<file path="config.mk">
export PLATFORM = sky130hd
export DESIGN_NAME = nzcv_flag_gen
export DESIGN_NICKNAME = d
export VERILOG_FILES = /design/src/rtl/nzcv_flag_gen.sv
export SDC_FILE = /design/constraint.sdc
export NUM_CORES = 1
export LEC_CHECK = 0
export BUFFER_PORTS_ARGS = -buffer_cell sky130_fd_sc_hd__buf_2
export CORE_UTILIZATION = 39
export DETAILED_ROUTE_END_ITERATION = 8
export HOLD_SLACK_MARGIN = 0.03
export PLACE_DENSITY = 0.89
export SETUP_SLACK_MARGIN = 0.3
export SKIP_LAST_GASP = 1
export SLEW_MARGIN = 20
export SYNTH_ARGS = -nofsm -noshare
export SYNTH_HDL_FRONTEND = slang
export SYNTH_SLANG_ARGS = --single-unit
</file>
<file path="constraint.sdc">
create_clock -name CLK -period 3.3 [get_ports CLK]
set_clock_uncertainty 0.1 [all_clocks]
set_input_delay 0.66 -clock CLK [delete_from_list [all_inputs] [get_ports CLK]]
set_output_delay 0.66 -clock CLK [all_outputs]
set_load 0.01 [all_outputs]
</file>
<file path="src/rtl/nzcv_flag_gen.sv">
// NZCV flag generator: S1 computes flags from an ALU result, S2 commits them to the architectural register.
// Optional macro NZCV_BYPASS_EN forwards in-flight flags combinationally and ties NZCV_VALID high.
module nzcv_flag_gen #(
  parameter int         WIDTH    = 32,
  parameter logic [3:0] RST_NZCV = 4'b0000
) (
  input  logic             CLK,
  input  logic             RST,
  input  logic             IN_VALID,
  output logic             IN_READY,
  input  logic             STALL,
  input  logic             FLUSH,
  input  logic [1:0]       OP_CLASS,
  input  logic [WIDTH-1:0] RESULT,
  input  logic             ALU_C,
  input  logic             ALU_V,
  input  logic             SHIFT_C,
  input  logic             S_BIT,
  input  logic             COND_PASS,
  input  logic [3:0]       WR_NZCV,
  output logic [3:0]       NZCV,
  output logic             NZCV_VALID,
  output logic             BUSY
);

  typedef enum logic [1:0] {
    IDLE = 2'd0,
    P1   = 2'd1,
    P2   = 2'd2
  } pend_e;

  localparam logic [1:0] OP_ADD = 2'b00;
  localparam logic [1:0] OP_SUB = 2'b01;
  localparam logic [1:0] OP_LOG = 2'b10;

  pend_e      state_q;
  logic       vld_p1_q, vld_p1_d;
  logic       vld_p2_q, vld_p2_d;
  logic [3:0] flags_p1_q, flags_p1_d;
  logic [3:0] flags_p2_q, flags_p2_d;
  logic [3:0] nzcv_q, nzcv_d;
  logic       xfer, create, v_newest;
  logic [3:0] new_flags;

  function automatic logic [3:0] calc_flags(
    input logic [1:0]       op,
    input logic [WIDTH-1:0] res,
    input logic             alu_c,
    input logic             alu_v,
    input logic             shift_c,
    input logic [3:0]       wr,
    input logic             v_keep
  );
    logic n, z;
    n = res[WIDTH-1];
    z = (res == '0);
    case (op)
      OP_ADD, OP_SUB: calc_flags = {n, z, alu_c, alu_v};
      OP_LOG:         calc_flags = {n, z, shift_c, v_keep};
      default:        calc_flags = wr;
    endcase
  endfunction

  assign IN_READY = ~STALL & ~FLUSH & ~RST;
  assign xfer     = IN_VALID & IN_READY;
  assign create   = xfer & S_BIT & COND_PASS;

  // Logical ops keep V from the youngest flag producer, whether pending or committed.
  assign v_newest  = vld_p1_q ? flags_p1_q[0] : (vld_p2_q ? flags_p2_q[0] : nzcv_q[0]);
  assign new_flags = calc_flags(OP_CLASS, RESULT, ALU_C, ALU_V, SHIFT_C, WR_NZCV, v_newest);

  always_comb begin
    vld_p1_d   = vld_p1_q;
    flags_p1_d = flags_p1_q;
    vld_p2_d   = 1'b0;
    flags_p2_d = flags_p1_q;
    nzcv_d     = nzcv_q;
    if (FLUSH) begin
      vld_p1_d = 1'b0;
    end else if (!STALL) begin
      vld_p1_d   = create;
      flags_p1_d = new_flags;
      vld_p2_d   = vld_p1_q;
    end
    if (vld_p2_q) nzcv_d = flags_p2_q;
  end

  // Stage p1/p2 boundary: control state with reset, payload registers free-running.
  always_ff @(posedge CLK) begin
    if (RST) begin
      vld_p1_q <= 1'b0;
      vld_p2_q <= 1'b0;
      nzcv_q   <= RST_NZCV;
      state_q  <= IDLE;
    end else begin
      vld_p1_q <= vld_p1_d;
      vld_p2_q <= vld_p2_d;
      nzcv_q   <= nzcv_d;
      case ({vld_p1_d, vld_p2_d})
        2'b00:   state_q <= IDLE;
        2'b11:   state_q <= P2;
        default: state_q <= P1;
      endcase
    end
  end

  always_ff @(posedge CLK) begin
    flags_p1_q <= flags_p1_d;
    flags_p2_q <= flags_p2_d;
  end

  assign BUSY = (state_q != IDLE);

`ifdef NZCV_BYPASS_EN
  assign NZCV       = vld_p1_q ? flags_p1_q : (vld_p2_q ? flags_p2_q : nzcv_q);
  assign NZCV_VALID = 1'b1;
`else
  assign NZCV       = nzcv_q;
  assign NZCV_VALID = ~BUSY;
`endif

endmodule

</file>
== Word-level counts from Yosys, hierarchy flattened ==
Index checks and enable logic that the tools add are counted.

* Logic and storage cells: 35
* Output and inout port bits: 7
* Register bits after elaboration: 16

* Bitwise logic cells: 9
* Equal/unequal tests: 4
* Reductions and logical operators: 7
* Mux-type cells: 8

{| class="wikitable"
|+ Operators with widths
! cell !! count
|-
| $logic_not A32 Y1 || 1
|-
| $pmux W4 S2 || 1
|-
| $mux W1 || 6
|-
| $and A1 B1 Y1 || 5
|-
| $eq A2 B2 Y1 const B || 2
|-
| $logic_not A2 Y1 || 2
|-
| $not A1 Y1 || 4
|-
| $pmux W2 S2 || 1
|-
| $reduce_and A3 Y1 || 1
|-
| $eq A2 B1 Y1 const B || 1
|-
| $ne A2 B2 Y1 const B || 1
|-
| $reduce_and A2 Y1 || 1
|-
| $reduce_bool A2 Y1 || 1
|-
| $reduce_or A2 Y1 || 1
|}

== Logic depth before layout (Yosys ltp) ==
Gate-level depths: netlist (run 1).

* Depth after elaboration: 10
* Gate-level depth with buffers: 6

== Worst setup path after synthesis (run 1) ==
No wires, ideal clock.

* Path kind: in2out
* Start point: input port RST
* End point: output port IN_READY
* Cell stages on the path: 2
* Required time: 2.540 ns
* Setup slack: 1.464 ns
* Data arrival time: 1.076 ns
* Path buffers: 1
* Cell sequence: buf_2 -> nor3_1

* Cells in the longest elaborated chain, start to end: 2

{| class="wikitable"
|+ Ends and longest elaborated chain
! element !! RTL line !! RTL
|-
| start, declared || 8 || <nowiki>input logic RST,</nowiki>
|-
| $not A1 Y1 || 64 || <nowiki>assign IN_READY = ~STALL & ~FLUSH & ~RST;</nowiki>
|-
| $and A1 B1 Y1 || 64 ||
|-
| end, declared || 10 || <nowiki>output logic IN_READY,</nowiki>
|}

Every way passes these cells.

== Final worst setup path (run 1) ==
* Start point: input port FLUSH
* End point: output port IN_READY

* Cells in the longest elaborated chain, start to end: 3

{| class="wikitable"
|+ Ends and longest elaborated chain
! element !! RTL line !! RTL
|-
| start, declared || 12 || <nowiki>input logic FLUSH,</nowiki>
|-
| $not A1 Y1 (no line) || -- ||
|-
| $and A1 B1 Y1 (2 in series) || 64 ||
|}

Every way passes these cells.

==> impl_metrics.tcl, run 1 <==
set metrics [dict create \
    outcome "complete, no violations" \
    netlist_area_um2 664 \
    yosys.cell_types.count 22 \
    die-width_um 43.3 \
    top_layer "met4" \
    die_h_um 43.3 \
    p_per_area_nw_per_um2 366 \
    dp_hpwl_um 1250 \
    drive_gt1_frac 0.521 \
    worst_pin_slew_ns 0.332 \
    cp-start-kind "primary input" \
    syn_to_final_growth_pct 44.6 \
    hold_class "reg -> reg" \
    rsz0062_at_grt "no" \
    max_freq_mhz 534 \
    fill_cells 137 \
    grtUsageTotal 0.191 \
    ios 55 \
    finalCritPeriodShare 0.567 \
    critPathSlowestCell "nor3_1" \
    routed-wl-met2_um 849 \
    portBuffers 54 \
    wl_met1_um 489 \
    grt_overflow 0 \
    cts.path.max_buffers 2 \
    min_period_ns 1.87 \
    dp_worst_setup_slack_ns 1.43 \
    antennaDiodeCount 0 \
    first_pass_iters 2 \
    arrival_ns 1.11 \
    place_congestion 0.762 \
    insertion_delay_ns 0.28 \
    path_cells "buf_2, nor3_1, buf_2" \
    grt_max_degree 11 \
    drt-total-wl_um 1490 \
    synth.avg_cell_area_um2 10.7 \
    grt_pass1_vias 649 \
    drt_iter0_drc 3 \
    mostFrequentLayoutCells "54 x buf_2, 12 x dfxtp_1, 8 x nor4_1" \
    path_max_fanout 4 \
    via_count 679 \
    cts_max_level 1 \
    wl_per_cell_um 11.2 \
    max_stage_delay_ns 0.17 \
    cp_num_buf_inv 2 \
    finalHoldViolations 0 \
    synth_top_area_cell "dfxtp_1" \
    max-vdd-ir-drop_mv 0.187 \
    cp.required_ns 2.54 \
    ant_nets 0 \
    yosys_warnings 0 \
    tns_ns 0 \
    seq_area_frac_synth 0.542 \
    crit_top_cell "buf_2" \
    final_area_um2 961 \
    setup_ws_ns 1.43 \
    cts_made_buffers 3 \
    die-area_um2 1870 \
    drcViolationCount 0 \
    synth_seq_cells 16 \
    synthTopCellsByArea "dfxtp_1 36%, edfxtp_1 18%, mux2i_1 7.5%" \
    synth_top_area_frac 0.362 \
    crit_family "buffers and inverters" \
    final_common_cell "buf_2" \
    cts_setup_buffers 0 \
    clkSinkCount 16 \
    start_util 0.431 \
    place_area_um2 938 \
    met3_length_um 116 \
    leakage_uw 0.000455 \
    synth_cells 62 \
    slew_viol_final 0 \
    antenna_found_initial 0 \
    grt_first_pass_wirelength_um 2550 \
    setup_viol 0 \
    max-cap-violations 0 \
    crit_path_end_kind "primary output" \
    crit_type "in -> out" \
    nNetsFinal 168 \
    ctsHoldBuffers 0 \
    cts_resized 0 \
    avgViaCountPerCell 5.11 \
    root_buffer "clkbuf_4" \
    syn-num-nets 111 \
    core_um2 1540 \
    core.rowCount 14 \
    cts_tree "built" \
    clk_pin_slew_ns 0.08 \
    relSlewSlack 0.778 \
]
synthesized netlist by cell type:
library cell   n
a211oi_1       1
a21oi_1        2
and2_1         2
buf_2          1
buf_6          1
dfxtp_1       12
edfxtp_1       4
ha_1           1
inv_1          1
mux2_2         1
mux2_4         1
mux2i_1        5
nand2_1        4
nand4_1        3
nor2_1         7
nor2b_1        3
nor3_1         1
nor4_1         8
o21a_1         1
o21ai_1        1
o31ai_2        1
or2_2          1
routing by layer:
layer | track usage | vias up
met4 | 0.109 | 0
met5 | 0 | -
met2 | 0.376 | 40
met3 | 0.0255 | 4
met1 | 0.181 | 299
li1 | - | 336
power by group:
group	switching, µW	internal, µW
logic	17.4	26.6
clock network	56.2	42.4
registers	1.44	208
total	75.0	277
state kept, by name, indices dropped and copies added (netlist names):
signal      cells
flags_p2_q      4
NZCV            4
vld_p1_q        1
state_q         2
vld_p2_q        1
flags_p1_q      4
cell families (layout without fill, tap and decap cells):
kind of cell / count (synthesis) / in the layout / synth area share
AO/OA/AOI/OAI: 6 / 6 / 0.0640
adder cells (fa/ha/maj): 1 / 1 / 0.0188
buffers and inverters: 3 / 58 / 0.0301
flip-flops: 16 / 16 / 0.542
multiplexers: 7 / 7 / 0.115
AND/OR/NAND/NOR: 29 / 29 / 0.230
worst paths after layout:
check,startpoint,to,slack (ns),cells past startpoint
min,flags_p1_q[0]$_DFFE_PP_,flags_p2_q[0]$_DFF_P_,0.25,0
min reg2reg,flags_p1_q[0]$_DFFE_PP_,flags_p2_q[0]$_DFF_P_,0.25,0
max,FLUSH,IN_READY,1.43,3
max reg2reg,vld_p2_q$_SDFF_PP0_,flags_p1_q[0]$_DFFE_PP_,1.83,3
through the flow:
| stage | util | hold slack, ns | instances | power, µW |
|---|---|---|---|---|
| 4_1_cts | 0.623 | 0.247 | 133 | 354 |
| 5_1_grt | 0.623 | 0.262 | 133 | 366 |
| 3_5_place_dp | 0.609 | 0.227 | 130 | 258 |
| 6_report | 0.623 | 0.245 | 133 | 352 |
| 3_3_place_gp | 0.609 | 0.223 | 130 | 256 |
| 2_1_floorplan | - | 0.223 | 62 | 226 |
area by class of cell:
class	instances	area [µm²]	share of cell area
repair buffers	54	270	0.281
clock buffers	3	22.5	0.0234
well taps	16	20.0	0.0208
multi-input cells	43	284	0.296
inverters	1	3.75	0.00391
flip-flops and latches	16	360	0.375
No activity file was read; power rests on OpenSTA's default activity.
==> inputs of run 2 (changes only) <==
- CORE_UTILIZATION: 39 -> 37
- PLACE_DENSITY: 0.89 -> 0.85
- clock period: 3.3 -> 1.9 ns (I/O delays scaled with it)
==> impl_metrics.tcl, run 2 (same netlist as run 1, synthesis figures left out) <==
set metrics [dict create \
    outcome "complete, no violations" \
    crit_type "reg -> out" \
    die-area_um2 1970 \
    cp.required_ns 1.42 \
    top_layer "met4" \
    grt_pass1_vias 613 \
    ant_nets 0 \
    p_per_area_nw_per_um2 668 \
    final_common_cell "buf_2" \
    finalHoldViolations 0 \
    rr_worst_depth 3 \
    worst_pin_slew_ns 0.284 \
    fill_cells 141 \
    max-vdd-ir-drop_mv 0.327 \
    hold_class "in -> reg" \
    max_freq_mhz 655 \
    die_h_um 44.4 \
    root_buffer "clkbuf_4" \
    tns_ns 0 \
    ctsHoldBuffers 0 \
    antennaDiodeCount 0 \
    start_util 0.417 \
    core_um2 1590 \
    dp_hpwl_um 1290 \
    avgViaCountPerCell 4.72 \
    insertion_delay_ns 0.28 \
    max-cap-violations 0 \
    die-width_um 44.4 \
    via_count 675 \
    mostFrequentLayoutCells "54 x buf_2, 12 x dfxtp_1, 8 x nor4_1" \
    drt-total-wl_um 1530 \
    drcViolationCount 0 \
    finalCritPeriodShare 0.803 \
    nNetsFinal 169 \
    clk_pin_slew_ns 0.09 \
    setup_viol 0 \
    min_period_ns 1.53 \
    cts_made_buffers 3 \
    rsz0062_at_grt "no" \
    drive_gt1_frac 0.529 \
    arrival_ns 1.05 \
    dp_worst_setup_slack_ns 0.362 \
    cts_setup_buffers 0 \
    wl_per_cell_um 10.7 \
    cts_resized 0 \
    first_pass_iters 4 \
    cp-start-kind "flop" \
    grt_max_degree 11 \
    clkSinkCount 16 \
    met3_length_um 154 \
    grt_first_pass_wirelength_um 2370 \
    routed-wl-met2_um 847 \
    slew_viol_final 0 \
    crit_path_end_kind "primary output" \
    leakage_uw 0.000467 \
    wl_met1_um 492 \
    grt_overflow 0 \
    portBuffers 54 \
    ios 55 \
    relSlewSlack 0.809 \
    cts.path.max_buffers 2 \
    core.rowCount 14 \
    antenna_found_initial 0 \
    drt_iter0_drc 12 \
    path_max_fanout 2 \
    place_congestion 0.701 \
    cts_max_level 1 \
    grtUsageTotal 0.174 \
    syn_to_final_growth_pct 49.3 \
    setup_ws_ns 0.374 \
    cts_tree "built" \
    holdPathStages 2 \
]
==> run 2: critical path, cell delays in order, from the launching register on <==
cell and delay (ns):
dfxtp_1 0.32, or2_2 0.27, inv_1 0.05, buf_2 0.11
==> run 2: metal layers <==
layer / track usage / vias to the layer above
li1: - / 345
met1: 0.147 / 278
met2: 0.350 / 48
met3: 0.0408 / 4
met4: 0.109 / 0
met5: 0 / -
==> run 2: final cells by class <==
class / count / area [µm²] / area share
clock buffers: 4 / 36.3 / 0.0366
inverters: 1 / 3.75 / 0.00378
multi-input cells: 43 / 284 / 0.286
flip-flops and latches: 16 / 360 / 0.363
well taps: 24 / 30.0 / 0.0303
repair buffers: 55 / 278 / 0.280
==> run 2: power by group <==
group          internal (µW)  leakage [µW]  switching [µW]
sequential               361      0.000135            2.52
clock                    117     0.0000210             104
combinational           47.5      0.000311            30.4
total                    525      0.000467             137
==> run 2: final timing paths <==
kind / slack [ns] / start / to
min reg2reg: 0.24 / flags_p1_q[2]$_DFFE_PN_ / flags_p2_q[2]$_DFF_P_
min: 0.22 / FLUSH / vld_p1_q$_SDFF_PP0_
max: 0.37 / state_q[0]$_SDFF_PP0_ / NZCV_VALID
max reg2reg: 0.46 / vld_p2_q$_SDFF_PP0_ / flags_p1_q[0]$_DFFE_PP_
==> run 2: stage by stage <==
step	std cells	util	hold slack (ns)	area, µm²	total power, µW
global placement	139	0.600	0.224	956	446
floorplan	62	-	0.223	664	393
global route	143	0.622	0.205	992	695
detailed placement	139	0.600	0.227	956	450
finish	143	0.622	0.223	992	663
CTS	143	0.622	0.217	992	668
==> inputs of run 3 (changes only) <==
- CORE_UTILIZATION: 37 -> 33
- PLACE_DENSITY: 0.85 -> 0.81
- clock period: 1.9 -> 1.25 ns (I/O delays scaled with it)
==> impl_metrics.tcl, run 3 (same netlist as run 1, synthesis figures left out) <==
set metrics [dict create \
    final_core_util 0.711 \
    first_pass_iters 4 \
    grt_first_pass_wirelength_um 2670 \
    max_stage_delay_ns 0.31 \
    ctsHoldBuffers 0 \
    clk_pin_slew_ns 0.08 \
    die-width_um 46.9 \
    p_per_area_nw_per_um2 780 \
    final_common_cell "buf_2" \
    syn_to_final_growth_pct 92.8 \
    place_congestion 0.683 \
    cts.path.max_buffers 2 \
    wl_per_cell_um 11.5 \
    hold_class "in -> reg" \
    antennaDiodeCount 0 \
    finalPower_uw 999 \
    failed_checks "setup timing" \
    rrSetupSlack_ns -0.03 \
    via_count 728 \
    mostFrequentLayoutCells "42 x buf_2, 15 x buf_6" \
    slew_viol_final 0 \
    cp.required_ns 0.90 \
    core_um2 1800 \
    antenna_found_initial 0 \
    routed-wl-met2_um 980 \
    setup_viol 3 \
    drcViolationCount 0 \
    nNetsFinal 177 \
    crit_family "flip-flops" \
    finalHoldViolations 0 \
    top_layer "met4" \
    crit_path_end_kind "primary output" \
    cp-start-kind "flop" \
    stdcell_count 152 \
    core.rowCount 15 \
    ios 55 \
    path_max_fanout 2 \
    start_util 0.369 \
    insertion_delay_ns 0.27 \
    setup_ws_ns -0.0611 \
    cts_made_buffers 3 \
    wl_met1_um 598 \
    max_freq_mhz 763 \
    drt_iter0_drc 4 \
    relSlewSlack 0.864 \
    cts_tree "built" \
    finalCritPeriodShare 1.05 \
    min_period_ns 1.31 \
    final_area_um2 1280 \
    root_buffer "clkbuf_4" \
    die_h_um 46.9 \
    cts_max_level 1 \
    drt-total-wl_um 1750 \
    rsz0062_at_grt "yes" \
    grt_pass1_vias 702 \
    max-cap-violations 0 \
    holdWs_ns 0.129 \
    grt_max_degree 10 \
    max-vdd-ir-drop_mv 0.433 \
    crit_type "reg -> out" \
    arrival_ns 0.96 \
    ant_nets 0 \
    leakage_uw 0.000546 \
    grtUsageTotal 0.177 \
    avgViaCountPerCell 4.79 \
    place_area_um2 1060 \
    outcome "complete, but fails checks" \
    worst_pin_slew_ns 0.202 \
    clkSinkCount 16 \
    grt_overflow 0 \
    critPathSlowestCell "dfxtp_1" \
    met3_length_um 156 \
    die-area_um2 2200 \
    path_cells "or2_4, inv_2, buf_6" \
    place_inst 144 \
    drive_gt1_frac 0.748 \
    cp_num_buf_inv 2 \
    portBuffers 54 \
]
run 3: changes by cell type in the layout (fill, tap and decap cells not counted), sizes merged:
cell / previous run / this run
buf: 55 / 63
clkbuf: 4 / 3
clkinv: 0 / 1
run 3: layout make-up:
class | count | area (µm²)
Fill cell | 145 | 520
Multi-Input combinational cell | 43 | 428
Timing Repair Buffer | 63 | 424
Sequential cell | 16 | 368
Tap cell | 25 | 31.3
Clock buffer | 3 | 22.5
Clock inverter | 1 | 3.75
Inverter | 1 | 3.75
run 3: final timing paths:
kind	start	cells past startpoint	end
hold / removal	FLUSH	2	vld_p1_q$_SDFF_PP0_
hold reg to reg	flags_p1_q[3]$_DFFE_PN_	0	flags_p2_q[3]$_DFF_P_
setup reg to reg	vld_p2_q$_SDFF_PP0_	3	flags_p1_q[0]$_DFFE_PP_
setup / recovery	state_q[1]$_SDFF_PP0_	3	NZCV_VALID
run 3: per-layer routing:
metal | global-route usage | vias up
li1 | - | 356
met1 | 0.175 | 327
met2 | 0.350 | 43
met3 | 0.0423 | 2
met4 | 0.0686 | 0
met5 | 0 | -
run 3: repair_timing:
item	4_1_cts	5_1_grt
resized for setup	23	11
setup buffers	3	1
pin swaps	10	6
setup endpoints to repair	11	13
run 3: where the power goes:
group / switching, µW / internal [µW] / total, µW
logic: 75.9 / 108 / 184
clock network: 147 / 116 / 263
registers: 4.13 / 549 / 553
total: 227 / 772 / 999
run 3: through the flow:
| stage | TNS, ns | setup WS [ns] |
|---|---|---|
| floorplan | -0.0390 | -0.0301 |
| global placement | -0.0423 | -0.0300 |
| detailed placement | -0.193 | -0.107 |
| CTS | -0.154 | -0.0687 |
| global route | -0.279 | -0.114 |
| finish | -0.149 | -0.0611 |
